--- src/rtl/mem_arbiter.sv ---
// Shares one fixed-latency BRAM port between the instruction fetcher and the load/store unit.
// Orders are latched per port, ties alternate round-robin, and read data returns to the owning port.
module mem_arbiter #(
    parameter int ADDR_W  = 17,
    parameter int LATENCY = 1
) (
    input  logic              clk,
    input  logic              rst,
    input  logic              f_order,
    input  logic [ADDR_W-1:0] f_addr,
    output logic              f_accepted,
    output logic              f_accessed,
    output logic [31:0]       f_rdata,
    input  logic              d_order,
    input  logic [ADDR_W-1:0] d_addr,
    input  logic [31:0]       d_wdata,
    input  logic [3:0]        d_we,
    output logic              d_accepted,
    output logic              d_accessed,
    output logic [31:0]       d_rdata,
    output logic              mem_en,
    output logic [3:0]        mem_we,
    output logic [ADDR_W-1:0] mem_addr,
    output logic [31:0]       mem_din,
    input  logic [31:0]       mem_dout,
    output logic              busy
);
    typedef enum logic {IDLE = 1'b0, WAIT = 1'b1} state_t;

    localparam logic       PORT_F = 1'b0;
    localparam logic       PORT_D = 1'b1;
    localparam logic [3:0] LAT_C  = 4'(LATENCY);

    state_t              state_q, state_d;
    logic                f_pend_q, f_pend_d, d_pend_q, d_pend_d;
    logic [ADDR_W-1:0]   f_addr_q, f_addr_d, d_addr_q, d_addr_d;
    logic [31:0]         d_wdata_q, d_wdata_d;
    logic [3:0]          d_we_q, d_we_d;
    logic                owner_q, owner_d, last_grant_q, last_grant_d;
    logic [3:0]          cnt_q, cnt_d;
    logic                f_accepted_q, f_accepted_d, f_accessed_q, f_accessed_d;
    logic                d_accepted_q, d_accepted_d, d_accessed_q, d_accessed_d;
    logic [31:0]         f_rdata_q, f_rdata_d, d_rdata_q, d_rdata_d;
    logic                mem_en_q, mem_en_d;
    logic [3:0]          mem_we_q, mem_we_d;
    logic [ADDR_W-1:0]   mem_addr_q, mem_addr_d;
    logic [31:0]         mem_din_q, mem_din_d;
    logic                f_live_s, d_live_s, f_cand_s, d_cand_s, grant_s;
    logic                f_cap_s, d_cap_s;

    // An order arriving while that port already has one pending is dropped.
    assign f_live_s = f_order & ~f_pend_q;
    assign d_live_s = d_order & ~d_pend_q;
    assign f_cand_s = f_pend_q | f_order;
    assign d_cand_s = d_pend_q | d_order;

    // Arbitration, request capture and access sequencing.
    always_comb begin
        state_d      = state_q;
        f_pend_d     = f_pend_q;
        f_addr_d     = f_addr_q;
        d_pend_d     = d_pend_q;
        d_addr_d     = d_addr_q;
        d_wdata_d    = d_wdata_q;
        d_we_d       = d_we_q;
        owner_d      = owner_q;
        last_grant_d = last_grant_q;
        cnt_d        = cnt_q;
        f_rdata_d    = f_rdata_q;
        d_rdata_d    = d_rdata_q;
        mem_addr_d   = mem_addr_q;
        mem_din_d    = mem_din_q;
        mem_en_d     = 1'b0;
        mem_we_d     = 4'b0000;
        f_accepted_d = 1'b0;
        f_accessed_d = 1'b0;
        d_accepted_d = 1'b0;
        d_accessed_d = 1'b0;
        grant_s      = PORT_F;
        f_cap_s      = 1'b0;
        d_cap_s      = 1'b0;
        case (state_q)
            IDLE: begin
                grant_s = (f_cand_s && d_cand_s) ? ~last_grant_q : d_cand_s;
                if (f_cand_s || d_cand_s) begin
                    state_d      = WAIT;
                    owner_d      = grant_s;
                    last_grant_d = grant_s;
                    cnt_d        = LAT_C;
                    mem_en_d     = 1'b1;
                    if (grant_s == PORT_F) begin
                        f_accepted_d = 1'b1;
                        f_pend_d     = 1'b0;
                        mem_addr_d   = f_live_s ? f_addr : f_addr_q;
                        mem_we_d     = 4'b0000;
                        mem_din_d    = 32'h0000_0000;
                        d_cap_s      = d_live_s;
                    end else begin
                        d_accepted_d = 1'b1;
                        d_pend_d     = 1'b0;
                        mem_addr_d   = d_live_s ? d_addr : d_addr_q;
                        mem_we_d     = d_live_s ? d_we : d_we_q;
                        mem_din_d    = d_live_s ? d_wdata : d_wdata_q;
                        d_we_d       = d_live_s ? d_we : d_we_q;
                        f_cap_s      = f_live_s;
                    end
                end else begin
                    state_d = IDLE;
                end
            end
            WAIT: begin
                // Only the port not in service may queue a new order.
                f_cap_s = f_live_s && (owner_q == PORT_D);
                d_cap_s = d_live_s && (owner_q == PORT_F);
                if (cnt_q == 4'd0) begin
                    state_d = IDLE;
                    if (owner_q == PORT_F) begin
                        f_accessed_d = 1'b1;
                        f_rdata_d    = mem_dout;
                    end else begin
                        d_accessed_d = 1'b1;
                        d_rdata_d    = (d_we_q == 4'b0000) ? mem_dout : d_rdata_q;
                    end
                end else begin
                    cnt_d = cnt_q - 4'd1;
                end
            end
            default: begin
                state_d = IDLE;
            end
        endcase
        if (f_cap_s) begin
            f_pend_d = 1'b1;
            f_addr_d = f_addr;
        end else begin
            f_addr_d = f_addr_d;
        end
        if (d_cap_s) begin
            d_pend_d  = 1'b1;
            d_addr_d  = d_addr;
            d_wdata_d = d_wdata;
            d_we_d    = d_we;
        end else begin
            d_addr_d = d_addr_d;
        end
    end

    // State and output registers with synchronous reset.
    always_ff @(posedge clk) begin
        if (rst) begin
            state_q      <= IDLE;
            f_pend_q     <= 1'b0;
            f_addr_q     <= '0;
            d_pend_q     <= 1'b0;
            d_addr_q     <= '0;
            d_wdata_q    <= 32'h0000_0000;
            d_we_q       <= 4'b0000;
            owner_q      <= PORT_F;
            last_grant_q <= PORT_D;
            cnt_q        <= 4'd0;
            f_accepted_q <= 1'b0;
            f_accessed_q <= 1'b0;
            d_accepted_q <= 1'b0;
            d_accessed_q <= 1'b0;
            f_rdata_q    <= 32'h0000_0000;
            d_rdata_q    <= 32'h0000_0000;
            mem_en_q     <= 1'b0;
            mem_we_q     <= 4'b0000;
            mem_addr_q   <= '0;
            mem_din_q    <= 32'h0000_0000;
        end else begin
            state_q      <= state_d;
            f_pend_q     <= f_pend_d;
            f_addr_q     <= f_addr_d;
            d_pend_q     <= d_pend_d;
            d_addr_q     <= d_addr_d;
            d_wdata_q    <= d_wdata_d;
            d_we_q       <= d_we_d;
            owner_q      <= owner_d;
            last_grant_q <= last_grant_d;
            cnt_q        <= cnt_d;
            f_accepted_q <= f_accepted_d;
            f_accessed_q <= f_accessed_d;
            d_accepted_q <= d_accepted_d;
            d_accessed_q <= d_accessed_d;
            f_rdata_q    <= f_rdata_d;
            d_rdata_q    <= d_rdata_d;
            mem_en_q     <= mem_en_d;
            mem_we_q     <= mem_we_d;
            mem_addr_q   <= mem_addr_d;
            mem_din_q    <= mem_din_d;
        end
    end

    assign f_accepted = f_accepted_q;
    assign f_accessed = f_accessed_q;
    assign f_rdata    = f_rdata_q;
    assign d_accepted = d_accepted_q;
    assign d_accessed = d_accessed_q;
    assign d_rdata    = d_rdata_q;
    assign mem_en     = mem_en_q;
    assign mem_we     = mem_we_q;
    assign mem_addr   = mem_addr_q;
    assign mem_din    = mem_din_q;
    assign busy       = (state_q == WAIT);
endmodule
--- config.mk ---
export PLATFORM = sky130hd
export DESIGN_NAME = mem_arbiter
export DESIGN_NICKNAME = d
export VERILOG_FILES = /design/src/rtl/mem_arbiter.sv
export SDC_FILE = /design/constraint.sdc
export NUM_CORES = 1
export LEC_CHECK = 0
export CAP_MARGIN = 20
export CORE_ASPECT_RATIO = 0.5
export CORE_MARGIN = 2
export CORE_UTILIZATION = 61
export DETAILED_ROUTE_END_ITERATION = 10
export DONT_BUFFER_PORTS = 1
export PLACE_DENSITY = 0.75
export SYNTH_ARGS = -nofsm -noshare
export SYNTH_HDL_FRONTEND = slang
export SYNTH_SLANG_ARGS = --single-unit
export TNS_END_PERCENT = 5
--- constraint.sdc ---
create_clock -name clk -period 2.5 [get_ports clk]
set_input_delay 0.625 -clock clk [delete_from_list [all_inputs] [get_ports clk]]
set_output_delay 0.625 -clock clk [all_outputs]
set_load 0.05 [all_outputs]
==> results.md, run 1 <==
Outcome:
- The flow ran to the end, and the final reports show no timing, DRC or antenna violations.

Die:
- The core region is 13510 um^2.
- The chip height is 87.04 um.
- For this configuration, the core starts out at a cell density of 0.6226.
- The top-level I/O count is 229.
- The floorplan step set the die width to 170.1 um.
- The area enclosed by the die boundary is 14800 um^2.
- In this run the core area contains 30 standard-cell rows.

GRT:
- The maximum number of pins on one net before global-route repair is 268.
- The final global-route overflow total is 0.
- The total track usage is 0.2532.
- The via count of the first global-routing pass is 5981.
- The number of antenna violations at the first check in global routing is 0.
- The first global-routing pass estimated 30350 um of wire.

Flow run:
- The count of max-cap constraint violations is 0.

Timing:
- The final-report max-slew violation count was 0.
- The share of the clock period used by the worst path is 0.7844.
- Setup repair after global routing left no endpoint under its margin.
- The number of failing hold endpoints at the final stage is 0.
- In the final timing run, aggregate negative setup slack is 0 ns.
- At the pin with the least slew margin, the transition time is 0.5748 ns.
- The clock period minus final worst setup slack is 1.961 ns.
- The headroom to the max-slew limit is 0.6162.
- The final number of setup-violating endpoints is 0.
- The highest clock frequency the design can meet is 509.9 MHz.
- The clock skew is 0.01260 ns.

Critical path:
- The maximum net fanout on the critical path is 10.
- In this design, the stage delay of the slowest critical-path cell is 0.58 ns.
- Broken down by cell family, the worst path's largest delay share belongs to flip-flops.
- Traced cell by cell, the critical path runs through buf_4.
- The critical path required time is 1.88 ns.
- Data on the critical path arrives at its endpoint at 1.34 ns.
- By startpoint and endpoint, the worst setup path is classified as flop to output pin.
- The critical-path cell with the highest stage delay is dfxtp_1.
- The endpoint kind of the worst setup timing path is an output pin.
- The worst setup path is launched from a flop.
- The combined buffer and inverter count along the critical path is 1.

Yosys:
- The net count after synthesis is 1020.
- After synthesis, the largest family of logic cells by area is simple AND/OR/NAND/NOR gates.
- The number of synthesis warnings is 0.
- The number of enable-type register cells in the synthesized netlist is 0.
- The mux share of post-synthesis cell area is 0.1511.
- The cell area after synthesis is 8413 um^2.
- Of the total synthesized cell area, the portion taken by XOR and XNOR cells is 0.
- The cell count after synthesis came out at 913.
- The post-synthesis compound-gate area fraction came to 0.1142.
- The area share of and/or/nand/nor cells after synthesis is 0.2142.
- The dominant synthesized flop cell is dfxtp_1.
- The part of the Yosys area used for sequential elements is 0.4783.
- For this run, asynchronously set or reset flops after synthesis account for 0.
- The number of register bits inferred by synthesis is 201.
- Of the total synthesized cell area, the portion taken by full adders, half adders and majority gates is 0.001487.
- The synthesized netlist contains 40 unique library cells.
- The post-synthesis area per instance is 9.215 um^2.

Clock tree:
- The clock-pin slew on the worst setup and hold paths is 0.07 ns.
- Gates resized during post-CTS repair numbered 0.
- The total clock buffers created by CTS is 19.
- The number of levels the H-tree was split into is 1.
- TritonCTS built the clock tree.
- The tree is rooted in a clkbuf_16.
- Post-CTS timing repair inserted 0 buffers for setup.
- The number of clock sinks seen by CTS is 201.
- The buffer levels on the longest clock path is 3.
- In this run, post-CTS hold repair placed 0 buffers.
- The source-to-sink clock delay at the later pin of the worst-skew pair is 0.47 ns.

Placed design:
- Input and output buffers added on the ports amount to 0.
- The half-perimeter wire length after placement is 12360 um.
- The global placer's final weighted congestion is 0.7526.
- The post-detailed-placement cell area is 8523 um^2.
- The count of placed standard cells including taps is 1028.

Drt:
- The first TritonRoute pass finished after 5 iterations.
- The routed layout has 6168 vias.
- The detailed router finished its first iteration with 484 violations.
- The average wire per standard cell is 18.32 um.
- The post-route DRC violation count is 0.
- Summed over all layers, the routed wires come to 19420 um.
- The detail route stage leaves a number of antenna-violating nets equal to 0.
- After detailed routing, the number of vias per cell comes to 5.819.

Power and ir drop:
- The leakage power is 3.289 nW.
- The switching share of power is 0.2927.
- The total power of the final layout is 7.874 mW.
- The worst vdd rail ir drop is 0.5532 mV.
- In this run the power density over the cells is 861.4 nW/um^2.
- The share of total power dissipated in the clock network is 0.365.
- For this design the total switching power over the nets is 2.304 mW.
- The part of the power in combinational logic is 0.126.
- The share of total power dissipated in sequential elements is 0.510.
- Cell internal power was estimated by the tool at 5.569 mW.

Final layout:
- The proportion of layout cells with a drive suffix above 1 is 0.1346.
- The multi-input combinational cells in the finished layout cover a total of 4090 um^2.
- The antenna diode instance count is 0.
- The final design area excluding fillers is 9140 um^2.
- In the final layout, flip-flops and latches occupy 4024 um^2.
- The finished layout holds 1060 standard cells, fillers aside.
- The area growth from synthesis to layout is 8.641%.
- The layout filler cell count is 1104.
- The number of nets in the layout is 980.

Worst hold path:
- The type of the worst min-delay path is input port to flop.
[state kept, by name, summed over array words and instances, names as in the netlist, 4 cells and up]
register   flops
d_rdata       32
cnt_q          4
f_rdata       32
d_we_q         4
mem_din       32
f_addr_q      17
mem_we         4
d_addr_q      17
d_wdata_q     32
mem_addr      17
[cells by family (layout without fill, tap and decap cells)]
| family | Yosys count | in the layout |
|---|---|---|
| simple gates | 360 | 360 |
| fa+ha+maj | 1 | 1 |
| flops | 201 | 201 |
| compound gates | 151 | 151 |
| mux | 119 | 119 |
| buf+inv | 81 | 52 |
[path summary, 6_finish.rpt]
check | start | endpoint | slack (ns) | depth (start not counted)
setup / recovery | busy | busy | 0.54 | 1
hold / removal | rst | mem_din[15] | 0.22 | 1
setup reg to reg | busy | d_wdata_q[21] | 0.68 | 5
hold reg to reg | d_wdata_q[14] | d_wdata_q[14] | 0.47 | 2
[synthesized netlist by cell type, types with 8 or more instances]
cell type  number  area (um^2)
nand4b_1       17        148.9
mux2i_1        55        550.5
a22oi_1        32        240.2
nand3_1         8        40.04
nor2_1         55        206.5
clkbuf_1       52        195.2
buf_2          21        105.1
nand2_1       140        525.5
nand2b_1      116        725.7
o21ai_0        19        95.09
mux2_2         64        720.7
a222oi_1       16        160.2
dfxtp_1       201         4024
a21oi_1        74        370.4
[per-layer routing]
| metal | up-vias | wire length, um | global-route usage |
|---|---|---|---|
| met3 | 21 | 2037 | 0.1068 |
| met4 | 0 | 283 | 0.06138 |
| li1 | 3047 | - | - |
| met5 | - | 0 | 0 |
| met1 | 2917 | 8171 | 0.3126 |
| met2 | 183 | 8923 | 0.4150 |
[area by class of cell]
type / count / area share
multi-input combinational: 631 / 0.4475
sequential: 201 / 0.4402
clock buffer: 29 / 0.06270
tap: 176 / 0.02409
timing repair buffer: 17 / 0.01944
clock inverter: 3 / 0.004791
inverter: 3 / 0.001232
[placed cells by master, fill, tap and decap left out, types with 5 or more instances in the layout]
| cell | Yosys | routed |
|---|---|---|
| dfxtp_1 | 201 | 201 |
| nand2_1 | 140 | 140 |
| nand2b_1 | 116 | 116 |
| a21oi_1 | 74 | 74 |
| mux2_2 | 64 | 64 |
| mux2i_1 | 55 | 55 |
| nor2_1 | 55 | 55 |
| a22oi_1 | 32 | 32 |
| o21ai_0 | 19 | 19 |
| clkbuf_16 | 0 | 19 |
| nand4b_1 | 17 | 17 |
| a222oi_1 | 16 | 16 |
| buf_4 | 1 | 13 |
| nand3_1 | 8 | 8 |
| clkbuf_8 | 0 | 6 |
| nor3_1 | 6 | 5 |
[through the flow]
step / util / setup slack, ns / hold slack, ns
2_1_floorplan: - / 0.4962 / 0.4462
3_3_place_gp: 0.6307 / 0.4816 / 0.4527
3_5_place_dp: 0.6307 / 0.4735 / 0.4611
4_1_cts: 0.6764 / 0.5196 / 0.2032
5_1_grt: 0.6764 / 0.4607 / 0.2170
6_report: 0.6764 / 0.5390 / 0.2196
[power groups by stage]
stage                     sequential [mW]  combinational (mW)  clock, mW
after floorplan                      4.03               0.835          0
after global placement               4.08               0.960          0
after detailed placement             4.08               0.991          0
after CTS                            4.01               0.996       2.92
after global routing                 4.04                1.09       3.04
final                                4.01               0.991       2.87
(Power assumes the default switching activity.)
==> run 2, diff against run 1 <==
Clock period 2.5 ns to 2 ns, I/O delays scaled along.
==> run 2 against run 1 <==
Utilization down 0.19 points. Critical path depth grew 4. First-iteration DRC count up 8.1%. Cell count is 0.28% higher. Non-clock buffer count rose by 3. Combinational power rose by 27%. Global-route usage barely moved. Critical path type is now flop to flop. Critical endpoint is now mem_addr[13].
==> results.md, run 2 (same netlist as run 1, synthesis figures left out) <==
Critical path:
- In this run the critical register-to-register path is captured at mem_addr[13].
- Traced cell by cell, the critical path runs through nor2b_2 -> buf_4 -> mux2_2 -> a222oi_1 -> nor2_1.
- STA classifies the critical path startpoint as a flop.
- The maximum net fanout on the critical path is 20.
- STA puts the critical path data arrival time at 2.07 ns.
- The worst register-to-register path has a depth of 5.
- The worst register-to-register path begins at f_pend_q.
- The most critical setup path has its endpoint at mem_addr[13].
- In this run the number of cells on the critical path is 5.
- The critical-path cell with the highest stage delay is dfxtp_1.
- The combined buffer and inverter count along the critical path is 1.
- The register-to-register setup slack is 0.28 ns.
- STA classifies the critical path endpoint as a flop.
- The cell family with the largest share of critical-path delay is flip-flops.
- In this design, the stage delay of the slowest critical-path cell is 0.37 ns.
- The critical path required time is 2.36 ns.
- The start point of the critical path is f_pend_q.
- The type of the worst setup path is flop to flop.

Final layout:
- In the layout the commonest cells are 200 x dfxtp_1, 140 x nand2_1, 116 x nand2b_1.
- The leading cell type in the layout, fill and taps excluded is dfxtp_1.
- The number of nets in the layout is 982.
- Registers take 4025 um^2.
- The fraction of the core area covered by cells at the end of the flow is 0.6745.
- The layout filler cell count is 1087.
- The repair_antennas step left the layout with diodes totalling 0.
- From synthesis to final layout, the design area changed by 8.343%.
- The multi-input combinational cell area is 4085 um^2.
- The proportion of layout cells with a drive suffix above 1 is 0.1387.

Timing:
- The tightest hold margin is 0.09402 ns.
- The setup TNS is 0 ns.
- The slew at the pin with the worst max-slew slack is 0.5773 ns.
- The number of failing hold endpoints at the final stage is 0.
- The highest clock frequency the design can meet is 582.8 MHz.
- The final-report max-slew violation count is 0.
- The final number of setup-violating endpoints is 0.
- Measured against its own limit, the worst slew margin works out to 0.6146.
- Setup repair after global routing left no endpoint under its margin.
- The share of the clock period used by the worst path is 0.8579.
- The clock period minus final worst setup slack is 1.716 ns.
- Once routing completed, OpenROAD measured the worst setup slack at 0.2843 ns.
- The clock skew is 0.01566 ns.

Placed design:
- The worst setup slack after placement is 0.1705 ns.
- During placement, the flow inserted port buffers numbering 0.
- At the end of routability-driven placement, the weighted congestion stood at 0.7844.
- The half-perimeter wire length after placement is 12560 um.

Drt:
- The average wire per standard cell is 18.37 um.
- The wire length after detailed routing is 19530 um.
- Dividing the detail-routed via count by the number of cells gives 5.878.
- The post-route DRC violation count is 0.
- Detailed routing inserted a total of 6248 vias.
- The first detailed-routing pass ran for 8 iterations.
- The number of routed nets with antenna violations is 0.
- For this block, the initial DRC count from the detailed router was 523.

Power and ir drop:
- Of the total power, combinational logic draws 0.131.
- Of the total power, registers draw 0.520.
- Of the total power, the clock network draws 0.349.
- The switching power total is 2.888 mW.
- The internal power of the cells totals 6.746 mW.
- Summed over all cells, the static leakage comes to 3.282 nW.
- The switching share of power is 0.2998.
- VDD sags by at most 0.6498 mV.
- Power spread over the standard cell area amounts to 1057 nW/um^2.

GRT:
- The number of antenna violations at the first check in global routing is 0.
- After global routing the overflow that remains totals 0.
- The via count of the first global-routing pass came to 6032.
- For this run, the total global-route usage over all layers was measured as 0.2531.
- Entering global routing, the biggest net connects 268 pins.
- The first global-routing pass estimated 30440 um of wire.

Flow run:
- The count of max-cap constraint violations is 0.

Outcome:
- The run finished with clean final reports.

Worst hold path:
- The type of the worst min-delay path is input port to flop.

Die:
- The die is 87.04 um tall.
- The die is 170.1 um wide.
- The number of rows created at floorplan is 30.
- The top-level I/O count is 229.
- The starting density of the core is 0.6226.
- After floorplanning, the core was sized to cover 13510 um^2.
- The die covers 14800 um^2.

Clock tree:
- Clock latency on the worst-skew pair, taken at its later pin, is 0.48 ns.
- The number of buffers inserted by post-CTS setup repair is 0.
- The total clock buffers created by CTS is 18.
- The clock tree root buffer cell is clkbuf_16.
- CTS built an H-tree with a depth of 1.
- The number of clock sinks seen by CTS is 201.
- The CTS tree is built.
- The clock passes through at most 3 buffers.
- Clock-pin slew was measured on the worst setup and hold paths at 0.07 ns.
- The number of hold buffers added after CTS was 0.
- The count of instances resized after the clock tree is built is 0.
run 2: changes by cell type in the layout (fill, tap and decap cells not counted):
cell,previous run,this run
clkbuf_8,6,0
nor2b_2,0,1
dfxtp_2,0,1
dfxtp_1,201,200
inv_6,1,0
buf_12,4,5
nor2b_4,2,1
buf_4,13,15
clkinv_2,1,8
run 2: worst min path at each step:
stage                         to  slack [ns]  cells after the start    startpoint
finish               mem_din[15]        0.09                      1           rst
global placement     d_addr_q[9]        0.45                      2   d_addr_q[9]
detailed placement  d_wdata_q[1]        0.46                      2  d_wdata_q[1]
global route            f_pend_q        0.08                      1           rst
CTS                  mem_din[13]        0.08                      1           rst
floorplan            d_addr_q[0]        0.45                      2   d_addr_q[0]
run 2: per-stage QoR:
| stage | cell area (um^2) | cells | power [mW] |
|---|---|---|---|
| floorplan | 8414 | 913 | 6.078 |
| CTS | 9115 | 1063 | 9.707 |
| global route | 9115 | 1063 | 10.02 |
| global placement | 8554 | 1031 | 6.317 |
| finish | 9115 | 1063 | 9.633 |
| detailed placement | 8554 | 1031 | 6.361 |
run 2: layout make-up:
cell class | count | area share
clock inverter | 9 | 0.007687
sequential | 201 | 0.4416
multi-input combinational | 631 | 0.4482
inverter | 3 | 0.001235
timing repair buffer | 20 | 0.02334
clock buffer | 23 | 0.05381
tap | 176 | 0.02416
run 2: routing by layer:
| layer | vias to the layer above | share of wire | track usage |
|---|---|---|---|
| met1 | 2956 | 0.40 | 0.3043 |
| met2 | 224 | 0.47 | 0.4268 |
| li1 | 3048 | - | - |
| met5 | - | 0 | 0 |
| met4 | 0 | 0.011 | 0.05051 |
| met3 | 20 | 0.12 | 0.1113 |
run 2: power by group through the flow:
stage	clock network, mW	registers (mW)	logic, mW
5_1_grt	3.59	5.05	1.38
3_5_place_dp	0	5.10	1.26
6_report	3.36	5.01	1.26
3_3_place_gp	0	5.09	1.23
4_1_cts	3.43	5.01	1.26
2_1_floorplan	0	5.03	1.04
